[src/rtl/card_hand_bank_if.sv]
// Deal handshake bundle for card_hand_bank: four-phase req/ack plus the
// card source selection that travels with the request.
interface card_hand_bank_if #(
    parameter int HW = 1
) ();
    logic          deal_req;
    logic [HW-1:0] deal_hand;
    logic          force_en;
    logic [3:0]    force_card;
    logic          deal_ack;
    logic          deal_err;

    modport master (
        output deal_req, deal_hand, force_en, force_card,
        input  deal_ack, deal_err
    );

    modport slave (
        input  deal_req, deal_hand, force_en, force_card,
        output deal_ack, deal_err
    );
endinterface

[src/rtl/card_hand_bank.sv]
// card_hand_bank: NUM_HANDS hands of CARDS_PER_HAND baccarat card slots.
// A deal lands in the next empty slot of the requested hand. The card comes
// from a free-running 1..13 counter, or from force_card when force_en is set.
// Each hand keeps a running mod-10 score. Every slot drives a seven-segment code.
module card_hand_bank #(
    parameter  int NUM_HANDS      = 2,
    parameter  int CARDS_PER_HAND = 3,
    localparam int HW             = (NUM_HANDS > 1) ? $clog2(NUM_HANDS) : 1,
    localparam int CW             = $clog2(CARDS_PER_HAND + 1)
) (
    input  logic                                    slow_clock,
    input  logic                                    resetb,
    card_hand_bank_if.slave                         bus,
    input  logic [NUM_HANDS-1:0]                    clear_hand,
    output logic [4*NUM_HANDS*CARDS_PER_HAND-1:0]   cards,
    output logic [7*NUM_HANDS*CARDS_PER_HAND-1:0]   segs,
    output logic [4*NUM_HANDS-1:0]                  scores,
    output logic [CW*NUM_HANDS-1:0]                 counts,
    output logic [NUM_HANDS-1:0]                    full
);

    typedef enum logic [1:0] {S_IDLE, S_WRITE, S_ACK} state_t;

    state_t         r_state, w_state_nxt;
    logic [3:0]     r_ctr;
    logic [HW-1:0]  r_hand;
    logic [3:0]     r_val;
    logic           r_ack, r_err;
    logic           w_ack_nxt, w_err_nxt;

    logic [NUM_HANDS-1:0] w_hit;   // WRITE cycle aimed at this hand
    logic [NUM_HANDS-1:0] w_wr;    // this hand actually takes the card
    logic                 w_val_ok;

    // Blank for empty and illegal codes. Segment order is g..a, active low.
    function automatic logic [6:0] f_seg(input logic [3:0] c);
        case (c)
            4'd1:    f_seg = 7'b0001000;
            4'd2:    f_seg = 7'b0100100;
            4'd3:    f_seg = 7'b0110000;
            4'd4:    f_seg = 7'b0011001;
            4'd5:    f_seg = 7'b0010010;
            4'd6:    f_seg = 7'b0000010;
            4'd7:    f_seg = 7'b1111000;
            4'd8:    f_seg = 7'b0000000;
            4'd9:    f_seg = 7'b0010000;
            4'd10:   f_seg = 7'b1000000;
            4'd11:   f_seg = 7'b1100001;
            4'd12:   f_seg = 7'b0011000;
            4'd13:   f_seg = 7'b0001001;
            default: f_seg = 7'b1111111;
        endcase
    endfunction

    // Tens and face cards score zero.
    function automatic logic [3:0] f_scoreval(input logic [3:0] c);
        f_scoreval = (c >= 4'd1 && c <= 4'd9) ? c : 4'd0;
    endfunction

    assign bus.deal_ack = r_ack;
    assign bus.deal_err = r_err;
    assign w_val_ok     = (r_val != 4'd0) && (r_val <= 4'd13);
    assign w_wr         = w_hit & ~full & ~clear_hand & {NUM_HANDS{w_val_ok}};

    // Card counter cycles 1..13 and never yields 0 or 14..15.
    always_ff @(posedge slow_clock) begin
        if (!resetb)               r_ctr <= 4'd1;
        else if (r_ctr == 4'd13)   r_ctr <= 4'd1;
        else                       r_ctr <= r_ctr + 4'd1;
    end

    // Capture the target hand and the card value when a request is accepted.
    always_ff @(posedge slow_clock) begin
        if (!resetb) begin
            r_hand <= '0;
            r_val  <= '0;
        end else if (r_state == S_IDLE && bus.deal_req) begin
            r_hand <= bus.deal_hand;
            r_val  <= bus.force_en ? bus.force_card : r_ctr;
        end
    end

    // Handshake state, registered ack and registered error flag.
    always_ff @(posedge slow_clock) begin
        if (!resetb) begin
            r_state <= S_IDLE;
            r_ack   <= 1'b0;
            r_err   <= 1'b0;
        end else begin
            r_state <= w_state_nxt;
            r_ack   <= w_ack_nxt;
            r_err   <= w_err_nxt;
        end
    end

    // Next state. In ACK, ack rises one cycle after entry, so it appears two
    // edges after acceptance. It then falls at the edge that sees req low.
    always_comb begin
        w_state_nxt = r_state;
        w_ack_nxt   = r_ack;
        w_err_nxt   = r_err;
        case (r_state)
            S_IDLE: begin
                w_ack_nxt = 1'b0;
                w_err_nxt = 1'b0;
                if (bus.deal_req) w_state_nxt = S_WRITE;
            end
            S_WRITE: begin
                // The card goes into at most one hand.
                w_err_nxt   = ~(|w_wr);
                w_state_nxt = S_ACK;
            end
            S_ACK: begin
                if (!r_ack) begin
                    w_ack_nxt = 1'b1;
                end else if (!bus.deal_req) begin
                    w_ack_nxt   = 1'b0;
                    w_err_nxt   = 1'b0;
                    w_state_nxt = S_IDLE;
                end
            end
            default: w_state_nxt = S_IDLE;
        endcase
    end

    for (genvar h = 0; h < NUM_HANDS; h++) begin : g_hand
        logic [3:0]    r_card [CARDS_PER_HAND];
        logic [CW-1:0] r_cnt;
        logic [3:0]    r_score;
        logic [4:0]    w_sum;
        logic [4:0]    w_mod;

        assign w_hit[h] = (r_state == S_WRITE) && (r_hand == HW'(h));
        assign full[h]  = (r_cnt == CW'(CARDS_PER_HAND));
        // Add in 5 bits, then fold back into 0..9.
        assign w_sum    = {1'b0, r_score} + {1'b0, f_scoreval(r_val)};
        assign w_mod    = (w_sum >= 5'd10) ? (w_sum - 5'd10) : w_sum;

        assign scores[h*4 +: 4]   = r_score;
        assign counts[h*CW +: CW] = r_cnt;

        // Slot storage. Clearing this hand beats a write to it in the same cycle.
        always_ff @(posedge slow_clock) begin
            if (!resetb || clear_hand[h]) begin
                r_cnt   <= '0;
                r_score <= '0;
                for (int s = 0; s < CARDS_PER_HAND; s++) r_card[s] <= '0;
            end else if (w_wr[h]) begin
                for (int s = 0; s < CARDS_PER_HAND; s++)
                    if (r_cnt == CW'(s)) r_card[s] <= r_val;
                r_cnt   <= r_cnt + CW'(1);
                r_score <= w_mod[3:0];
            end
        end

        for (genvar s = 0; s < CARDS_PER_HAND; s++) begin : g_slot
            assign cards[(h*CARDS_PER_HAND+s)*4 +: 4] = r_card[s];
            assign segs[(h*CARDS_PER_HAND+s)*7 +: 7]  = f_seg(r_card[s]);
        end
    end

endmodule

[src/flat_wrapper.sv]
// flat-port wrapper written by rule: the top's interface ports become plain ports
module card_hand_bank_flat 
#(
    parameter  int NUM_HANDS      = 2,
    parameter  int CARDS_PER_HAND = 3,
    localparam int HW             = (NUM_HANDS > 1) ? $clog2(NUM_HANDS) : 1,
    localparam int CW             = $clog2(CARDS_PER_HAND + 1)
)
  (slow_clock, resetb, clear_hand, cards, segs, scores, counts, full, bus_deal_req, bus_deal_hand, bus_force_en, bus_force_card, bus_deal_ack, bus_deal_err);
  card_hand_bank_if #(.HW((1))) bus_i ();
  input  logic slow_clock;
  input  logic resetb;
  input  logic [NUM_HANDS-1:0] clear_hand;
  output logic [4*NUM_HANDS*CARDS_PER_HAND-1:0] cards;
  output logic [7*NUM_HANDS*CARDS_PER_HAND-1:0] segs;
  output logic [4*NUM_HANDS-1:0] scores;
  output logic [CW*NUM_HANDS-1:0] counts;
  output logic [NUM_HANDS-1:0] full;
  input wire logic [$bits(bus_i.deal_req)-1:0] bus_deal_req;
  input wire logic [$bits(bus_i.deal_hand)-1:0] bus_deal_hand;
  input wire logic [$bits(bus_i.force_en)-1:0] bus_force_en;
  input wire logic [$bits(bus_i.force_card)-1:0] bus_force_card;
  output wire logic [$bits(bus_i.deal_ack)-1:0] bus_deal_ack;
  output wire logic [$bits(bus_i.deal_err)-1:0] bus_deal_err;
  assign bus_i.deal_req = bus_deal_req;
  assign bus_i.deal_hand = bus_deal_hand;
  assign bus_i.force_en = bus_force_en;
  assign bus_i.force_card = bus_force_card;
  assign bus_deal_ack = bus_i.deal_ack;
  assign bus_deal_err = bus_i.deal_err;
  card_hand_bank #(.NUM_HANDS(NUM_HANDS), .CARDS_PER_HAND(CARDS_PER_HAND)) u_core (.slow_clock(slow_clock), .resetb(resetb), .bus(bus_i), .clear_hand(clear_hand), .cards(cards), .segs(segs), .scores(scores), .counts(counts), .full(full));
endmodule
[config.mk]
export PLATFORM = sky130hd
export DESIGN_NAME = card_hand_bank_flat
export DESIGN_NICKNAME = d
export VERILOG_FILES = /design/src/rtl/card_hand_bank_if.sv /design/src/rtl/card_hand_bank.sv /design/src/flat_wrapper.sv
export SDC_FILE = /design/constraint.sdc
export NUM_CORES = 1
export LEC_CHECK = 0
export CORE_UTILIZATION = 35
export CTS_CLUSTER_DIAMETER = 200
export DETAILED_ROUTE_END_ITERATION = 10
export PLACE_DENSITY = 0.56
export SYNTH_ARGS = -nofsm -noshare
export SYNTH_HDL_FRONTEND = slang
export SYNTH_SLANG_ARGS = --single-unit
[constraint.sdc]
create_clock -name slow_clock -period 3.4 [get_ports slow_clock]
set_clock_uncertainty 0.1 [all_clocks]
set_input_delay 0.68 -clock slow_clock [delete_from_list [all_inputs] [get_ports slow_clock]]
set_output_delay 0.68 -clock slow_clock [all_outputs]
set_load 0.02 [all_outputs]
==> results of run 1 <==
==> final cells by class <==
type	instances	area, sq um	area share (%)
sequential	49	1220	24.1
inverter	40	150	2.96
multi-input combinational	329	2480	48.8
clock inverter	1	7.51	0.148
timing repair buffer	98	966	19.0
clock buffer	7	76.3	1.50
tap	140	175	3.45
==> kinds of logic (layout without fill, tap and decap cells) <==
group           count (synthesis)  in the layout  share of synthesized area [%]
compound gates                101            101                           17.5
mux                            26             26                           7.43
buf+inv                        61            146                           6.10
fa+ha+maj                      58             58                           18.4
simple gates                  134            134                           16.9
flops                          49             49                           31.0
xor+xnor                       10             10                           2.60
==> cells in the final DEF, fill, tap and decap left out, drive strengths merged, types with 7 or more instances in the layout <==
cell,synthesis,final
nor2,27,27
nand2,45,45
o31ai,13,13
nand3,12,12
clkdlybuf4s50,0,92
a31oi,12,12
dfxtp,25,25
ha,58,58
edfxtp,24,24
a21oi,22,22
clkbuf,14,7
inv,40,40
and2,12,12
o21ai,20,20
nor3,9,9
mux2i,18,18
==> layer usage <==
| metal | track usage (%) | vias to the layer above | share of wire, % |
|---|---|---|---|
| met3 | 1.99 | 8 | 3.5 |
| met5 | 0 | - | 0 |
| met2 | 23.8 | 62 | 45 |
| met4 | 3.03 | 0 | 0.94 |
| met1 | 20.7 | 1556 | 50 |
| li1 | - | 1729 | - |
==> sequential cells by signal (all words and copies together), names as in the netlist <==
signal and count:
u_core.g_hand.r_card 24, u_core.g_hand.r_score 8, u_core.g_hand.r_cnt 4, u_core.r_ctr 4, u_core.r_val 4, u_core.r_state 2, u_core.bus.deal_ack 1, u_core.bus.deal_err 1
u_core.r_hand 1
==> cell usage after synthesis (14+ instances only) <==
| cell type | instances |
|---|---|
| a21oi_1 | 22 |
| mux2i_1 | 18 |
| nor2_1 | 27 |
| inv_1 | 40 |
| dfxtp_1 | 25 |
| nand2_1 | 45 |
| clkbuf_1 | 14 |
| edfxtp_1 | 24 |
| ha_1 | 58 |
| o21ai_0 | 20 |
==> worst max-delay path: stages, from the launching register on <==
cell and delay, ns:
edfxtp_1 0.51, inv_1 0.15, ha_1 0.31, mux4_2 0.45, inv_1 0.06, clkdlybuf4s50_1 0.59
==> power by group through the flow <==
stage	Combinational [mW]	Sequential, mW	Clock [mW]
after floorplan	0.283	0.702	0
after global placement	0.455	0.712	0
after detailed placement	0.457	0.714	0
after CTS	0.459	0.700	0.347
after global routing	0.498	0.708	0.369
final	0.454	0.700	0.331
==> per-stage QoR <==
| step | area [sq um] | utilization [%] | setup WS (ns) | power (mW) | hold WS, ns |
|---|---|---|---|---|---|
| floorplan | 3940 | - | 0.771 | 0.985 | 0.325 |
| finish | 5070 | 46.6 | 0.263 | 1.49 | 0.383 |
| detailed placement | 4990 | 45.8 | 0.421 | 1.17 | 0.368 |
| global placement | 4990 | 45.8 | 0.518 | 1.17 | 0.353 |
| global route | 5070 | 46.6 | 0.107 | 1.57 | 0.422 |
| CTS | 5070 | 46.6 | 0.250 | 1.51 | 0.392 |
==> worst paths after layout <==
check | from | end | slack, ns | cells past startpoint
worst max register to register | u_core.r_val[1] | u_core.g_hand[0].r_score[1] | 0.40 | 11
worst min-delay path | u_core.r_ctr[0] | u_core.r_ctr[0] | 0.38 | 1
worst max-delay path | u_core.g_hand[0].r_card[0][9] | segs[18] | 0.26 | 5
worst min register to register | u_core.r_ctr[0] | u_core.r_ctr[0] | 0.38 | 1
==> summary.md, run 1 <==
| Metric | Value |
|---|---|
| Run status | `completed` |
| Worst Path Arrival | `between 2 and 2.5 ns` |
| Wire length per cell | `12.8 um` |
| Chip Width | `108 um` |
| Overflow after GRT | `0` |
| Routability cong. | `between 0.7 and 0.8` |
| Htree depth | `2` |
| Unrepaired setup endpoints after global routing | `no` |
| Final wirelength | `8.48 mm` |
| Final hold violations | `0` |
| Finished Layout Cells | `664` |
| Leak Pwr | `slightly above 2 nW` |
| CTS tree | `yes` |
| Max-slew violations | `0` |
| Clock Path Buffers | `2` |
| Num CTS Buffers | `5` |
| FF+latch count, synth | `between 40 and 50` |
| Global-route wire length before repair | `~14 mm` |
| Post-route antenna net violation count | `0` |
| Reg clk slew, reported paths | `0.09 ns` |
| CTS root buf | `clkbuf_8` |
| P_int | `1.01 mW` |
| Core area | `about 11000 sq um` |
| CP Class | `flip-flop to primary output` |
| Relative slew slack | `slightly below 70%` |
| Synth top area cells | `ha_1 18%, edfxtp_1 18%, dfxtp_1 13%` |
| Full die area | `~12000 sq um` |
| Sequential share of the synthesized area | `a little under a third` |
| Cells after Synth | `roughly 440` |
| Power density over the cells | `293 nW/um^2` |
| Clk pwr share | `between 20% and 30%` |
| Fraction of layout cells with a size suffix above 1 | `slightly above 5%` |
| Sw power | `about 0.48 mW` |
| Initial Utilization | `36.2%` |
| Detailed Routing Iterations Pass 1 | `4` |
| Logic gate share of total power | `between 30% and 40%` |
| Postcts setup bufs | `0` |
| Post-synth EDFFs | `24` |
| Type of the most critical hold path | `flip-flop to flip-flop` |
| Vias | `between 3000 and 4000` |
| Number of vias per cell | `5.05` |
| Post-DP HPWL | `about 6.7 mm` |
| Final setup fails | `0` |
| Fillers | `approximately 1100` |
| IO Count | `93` |
| Final Net Count | `between 500 and 600` |
| DP Cell Count | `around 660` |
| Mapped Area | `~4000 sq um` |
| Largest area contributor in the netlist | `ha_1` |
| Critical Path Start Type | `flip-flop` |
| Antenna violations before repair | `0` |
| Die height | `about 110 um` |
| Largest net degree at the start of global routing | `16` |
| Top fanout value on the critical path | `9` |
| IO buf count | `92` |
| Post-synth top area share | `about 18%` |
| Crit share post-route | `around 92%` |
| Ys Warns | `0` |
| Clock latency on the worst-skew pair | `around 0.30 ns` |
| Total negative slack | `0 ns` |
| Slew @ Worst Pin | `slightly below 0.5 ns` |
| Maxcap violations | `0` |
| GRT Total Usage | `between 10% and 20%` |
| Sequential power share | `between 40 and 50%` |
| PostCTS Resize Cnt | `0` |
| Yosys cell types | `between 40 and 50` |
| Drt drc | `0` |
| CTS Sinks | `just under 50` |
| Crit path capture type | `primary output` |
| Detailed Route Iter0 Violations | `between 150 and 200` |
| Rows | `38` |
| Worst EP required | `~2.6 ns` |
| Cts hold-fix bufs | `0` |
| Final min period | `~3.1 ns` |
| Syn_nets | `slightly above 500` |
| # diodes | `0` |
| Fmax achieved | `0.319 GHz` |
| Peak VDD IR | `about 130 uV` |
| Avg Cell Area, Syn | `~9 sq um` |
| Ys flop type | `dfxtp_1` |
| Asr flop ratio synth | `0%` |
| Area Overhead vs Synth | `28.8%` |
| Switching share of power | `between 30% and 40%` |
| Vias in the first global route | `between 3000 and 4000` |
(Power assumes the default switching activity.)
==> inputs of run 2 (changes only) <==
--- a/config.mk
+++ b/config.mk
@@ -5,10 +5,13 @@
 export SDC_FILE = /design/constraint.sdc
 export NUM_CORES = 1
 export LEC_CHECK = 0
+export ABC_AREA = 1
+export CAP_MARGIN = 20
 export CORE_UTILIZATION = 35
 export CTS_CLUSTER_DIAMETER = 200
 export DETAILED_ROUTE_END_ITERATION = 10
 export PLACE_DENSITY = 0.56
+export SLEW_MARGIN = 25
 export SYNTH_ARGS = -nofsm -noshare
 export SYNTH_HDL_FRONTEND = slang
 export SYNTH_SLANG_ARGS = --single-unit
==> run 2 against run 1 <==
Net effect: die area is 4.3% lower; cell count is 9.5% higher; worst setup slack better by 0.11 ns; register-to-register slack better by 0.49 ns; first-iteration DRC count is 1.7% higher; critical endpoint is now segs[8]; area after synthesis is 4.4% lower.
==> summary.md, run 2 <==
| Metric | Value |
|---|---|
| Worst slack at placement | `0.681 ns (+0.260 ns)` |
| Peak VDD IR | `174 uV (+30%)` |
| Hold slack final | `0.382 ns (-0.000413 ns)` |
| Max-slew violations | `0 (unchanged)` |
| Regs by FF count | `u_core.g_hand.r_card x24, u_core.g_hand.r_score x8` |
| Vias in the first global route | `3299 (+8.8%)` |
| Slew @ Worst Pin | `0.803 ns (+0.322 ns)` |
| Vias | `3540 (+5.5%)` |
| Full die area | `11200 sq um (-4.3%)` |
| Area share of fa/ha/maj cells after synthesis | `19.3% (+0.85 points)` |
| Mux cell area share after synthesis | `0% (-7.4 points)` |
| IO buf count | `92 (unchanged)` |
| Clock latency on the worst-skew pair | `0.30 ns (about the same)` |
| Cts hold-fix bufs | `0 (unchanged)` |
| Fmax achieved | `0.331 GHz (+3.7%)` |
| Chip Width | `106 um (-2.2%)` |
| Post-Synth Simple-Gate Area | `24.1% (+7.2 points)` |
| CTS Sinks | `49 (unchanged)` |
| Syn_nets | `560 (+10%)` |
| Hold Crit Depth | `1 (unchanged)` |
| Final wirelength | `8.86 mm (+4.5%)` |
| Largest family of logic cells by synthesized area | `simple AND/OR/NAND/NOR gates` |
| Detailed Route Iter0 Violations | `182 (+1.7%)` |
| Finished Layout Cells | `727 (+9.5%)` |
| Setup WS post-layout | `0.375 ns (+0.112 ns)` |
| Unrepaired setup endpoints after global routing | `no` |
| Post-DP HPWL | `7.07 mm (+6.2%)` |
| Ys flop type | `dfxtp_1` |
| Cells after Synth | `491 (+12%)` |
| Overflow after GRT | `0 (unchanged)` |
| Biggest register | `u_core.g_hand.r_card` |
| Asr flop ratio synth | `0% (unchanged)` |
| Largest net degree at the start of global routing | `15 (-1)` |
| Antenna violations before repair | `0 (unchanged)` |
| Final Net Count | `659 (+11%)` |
| R2R Setup Slk | `0.89 ns (+0.49 ns)` |
| Crit path capture type | `primary output` |
| Dominant cell by count in the synthesized netlist | `nand2_1` |
| Fraction of layout cells with a size suffix above 1 | `6.43% (+1.3 points)` |
| Type of the most critical hold path | `flip-flop to flip-flop` |
| Final min period | `3.03 ns (-0.112 ns)` |
| Fin area | `4940 sq um (-2.6%)` |
| Leak Pwr | `2.14 nW (+4.7%)` |
| Rows | `37 (-2.6%)` |
| Wire length per cell | `12.2 um (-4.6%)` |
| Placement Cell Area | `4860 sq um (-2.6%)` |
| CTS root buf | `clkbuf_8` |
| Ys Warns | `0 (unchanged)` |
| Routability cong. | `0.855 (+8.0%)` |
| Worst EP required | `2.62 ns (about the same)` |
| Reg clk slew, reported paths | `0.09 ns (about the same)` |
| Postcts setup bufs | `0 (unchanged)` |
| Critical Path Start Type | `flip-flop` |
| Top fanout value on the critical path | `6 (-3)` |
| Post-Synth XOR/XNOR Area | `0.233% (-2.4 points)` |
| Sequential share of the synthesized area | `32.4% (+1.4 points)` |
| Die height | `106 um (-2.2%)` |
| Htree depth | `2 (unchanged)` |
| Post-synth EDFFs | `24 (unchanged)` |
| Post-route antenna net violation count | `0 (unchanged)` |
| Total negative slack | `0 ns (unchanged)` |
| Num CTS Buffers | `5 (unchanged)` |
| CP Class | `flip-flop to primary output` |
| Largest area contributor in the netlist | `ha_1` |
| Synth top area cells | `ha_1 19%, edfxtp_1 19%, dfxtp_1 13%` |
| CTS tree | `yes` |
| Crit share post-route | `89.0% (-3.3 points)` |
| Post-synth top cells | `75 x nand2_1, 66 x inv_1, 58 x ha_1, 49 x nand3_1, 43 x nor2_1` |
| # diodes | `0 (unchanged)` |
| PostCTS Resize Cnt | `0 (unchanged)` |
| Clock Path Buffers | `2 (unchanged)` |
| Initial Utilization | `36.3% (+0.13 points)` |
| Cells on worst reg2reg path | `16 (+5)` |
| Commonest cells after routing, fill and taps aside | `92 x clkdlybuf4s50_1, 75 x nand2_1, 66 x inv_1` |
| IO Count | `93 (unchanged)` |
| Post-synthesis compound-gate area fraction | `15.8% (-1.7 points)` |
| Area Overhead vs Synth | `31.2%` |
| Avg Cell Area, Syn | `7.67 sq um (-15%)` |
| GRT Total Usage | `15.9% (+1.2 points)` |
| Global-route wire length before repair | `14.8 mm (+5.7%)` |
| DP Cell Count | `719 (+9.6%)` |
| Power density over the cells | `300 nW/um^2 (+2.4%)` |
| Post-synth top area share | `19.3% (+0.85 points)` |
| Relative slew slack | `46.0% (-22 points)` |
| Maxcap violations | `0 (unchanged)` |
| Core area | `10400 sq um (-4.8%)` |
| Number of vias per cell | `4.87 (-3.6%)` |
| Final setup fails | `0 (unchanged)` |
| Drt drc | `0 (unchanged)` |
| FF+latch count, synth | `49 (unchanged)` |
| Yosys cell types | `36 (-27%)` |
| Mapped Area | `3770 sq um (-4.4%)` |
| Max reg flops | `24 (unchanged)` |
| Worst Path Arrival | `2.25 ns (-0.11 ns)` |
| Run status | `completed` |
| Most common cell after layout, fill and taps aside | `clkdlybuf4s50_1` |
| Detailed Routing Iterations Pass 1 | `4 (unchanged)` |
| Final hold violations | `0 (unchanged)` |
run 2: cell types whose count changed after synthesis, moves of 9 or more:
cell and delta:
and2_1 -9, nand2_1 +30, o31ai_1 -11, clkbuf_1 -13
mux2i_1 -18, inv_1 +26, a21oi_1 +18, nor2_1 +16
o21ai_0 +18, nand3_1 +37, a31oi_1 -11
run 2: worst paths after layout:
path / start / endpoint
setup reg to reg: u_core.r_val[1] / u_core.g_hand[1].r_score[1]
hold reg to reg: u_core.r_ctr[0] / u_core.r_ctr[0]
hold / removal: u_core.r_ctr[0] / u_core.r_ctr[0]
setup / recovery: u_core.g_hand[0].r_card[0][5] / segs[8]
run 2: stage by stage:
step / util [%] / power [mW]
finish: 47.7 / 1.48
global route: 47.7 / 1.58
CTS: 47.7 / 1.49
detailed placement: 46.9 / 1.16
global placement: 46.9 / 1.15
floorplan: - / 0.966
run 2: metal layers:
| metal | GRT usage, % | part of all wire (%) |
|---|---|---|
| met1 | 20.9 | 49 |
| met3 | 2.60 | 5.0 |
| met5 | 0 | 0 |
| met2 | 27.0 | 45 |
| met4 | 3.77 | 1.3 |
run 2: cells by family after synthesis:
group,count (synthesis)
simple gates,198
fa+ha+maj,58
flops,49
buf+inv,79
xor+xnor,1
compound gates,106
run 2: cell type report:
| cell class | instances | area, sq um |
|---|---|---|
| multi-input combinational | 363 | 2240 |
| timing repair buffer | 95 | 943 |
| fill | 1030 | 5430 |
| inverter | 76 | 288 |
| sequential | 49 | 1220 |
| clock inverter | 1 | 5.00 |
| tap | 136 | 170 |
| clock buffer | 7 | 76.3 |
run 2: power breakdown:
group          internal, mW  switching (mW)  total [mW]
clock                 0.145           0.193       0.338
combinational         0.199           0.261       0.460
sequential            0.645          0.0395       0.685
total                 0.989           0.493        1.48
run 2: critical path: stages (launching register included):
cell and delay, ns:
edfxtp_1 0.46, inv_1 0.16, ha_1 0.30, inv_1 0.05, o311ai_0 0.31, clkdlybuf4s50_1 0.66
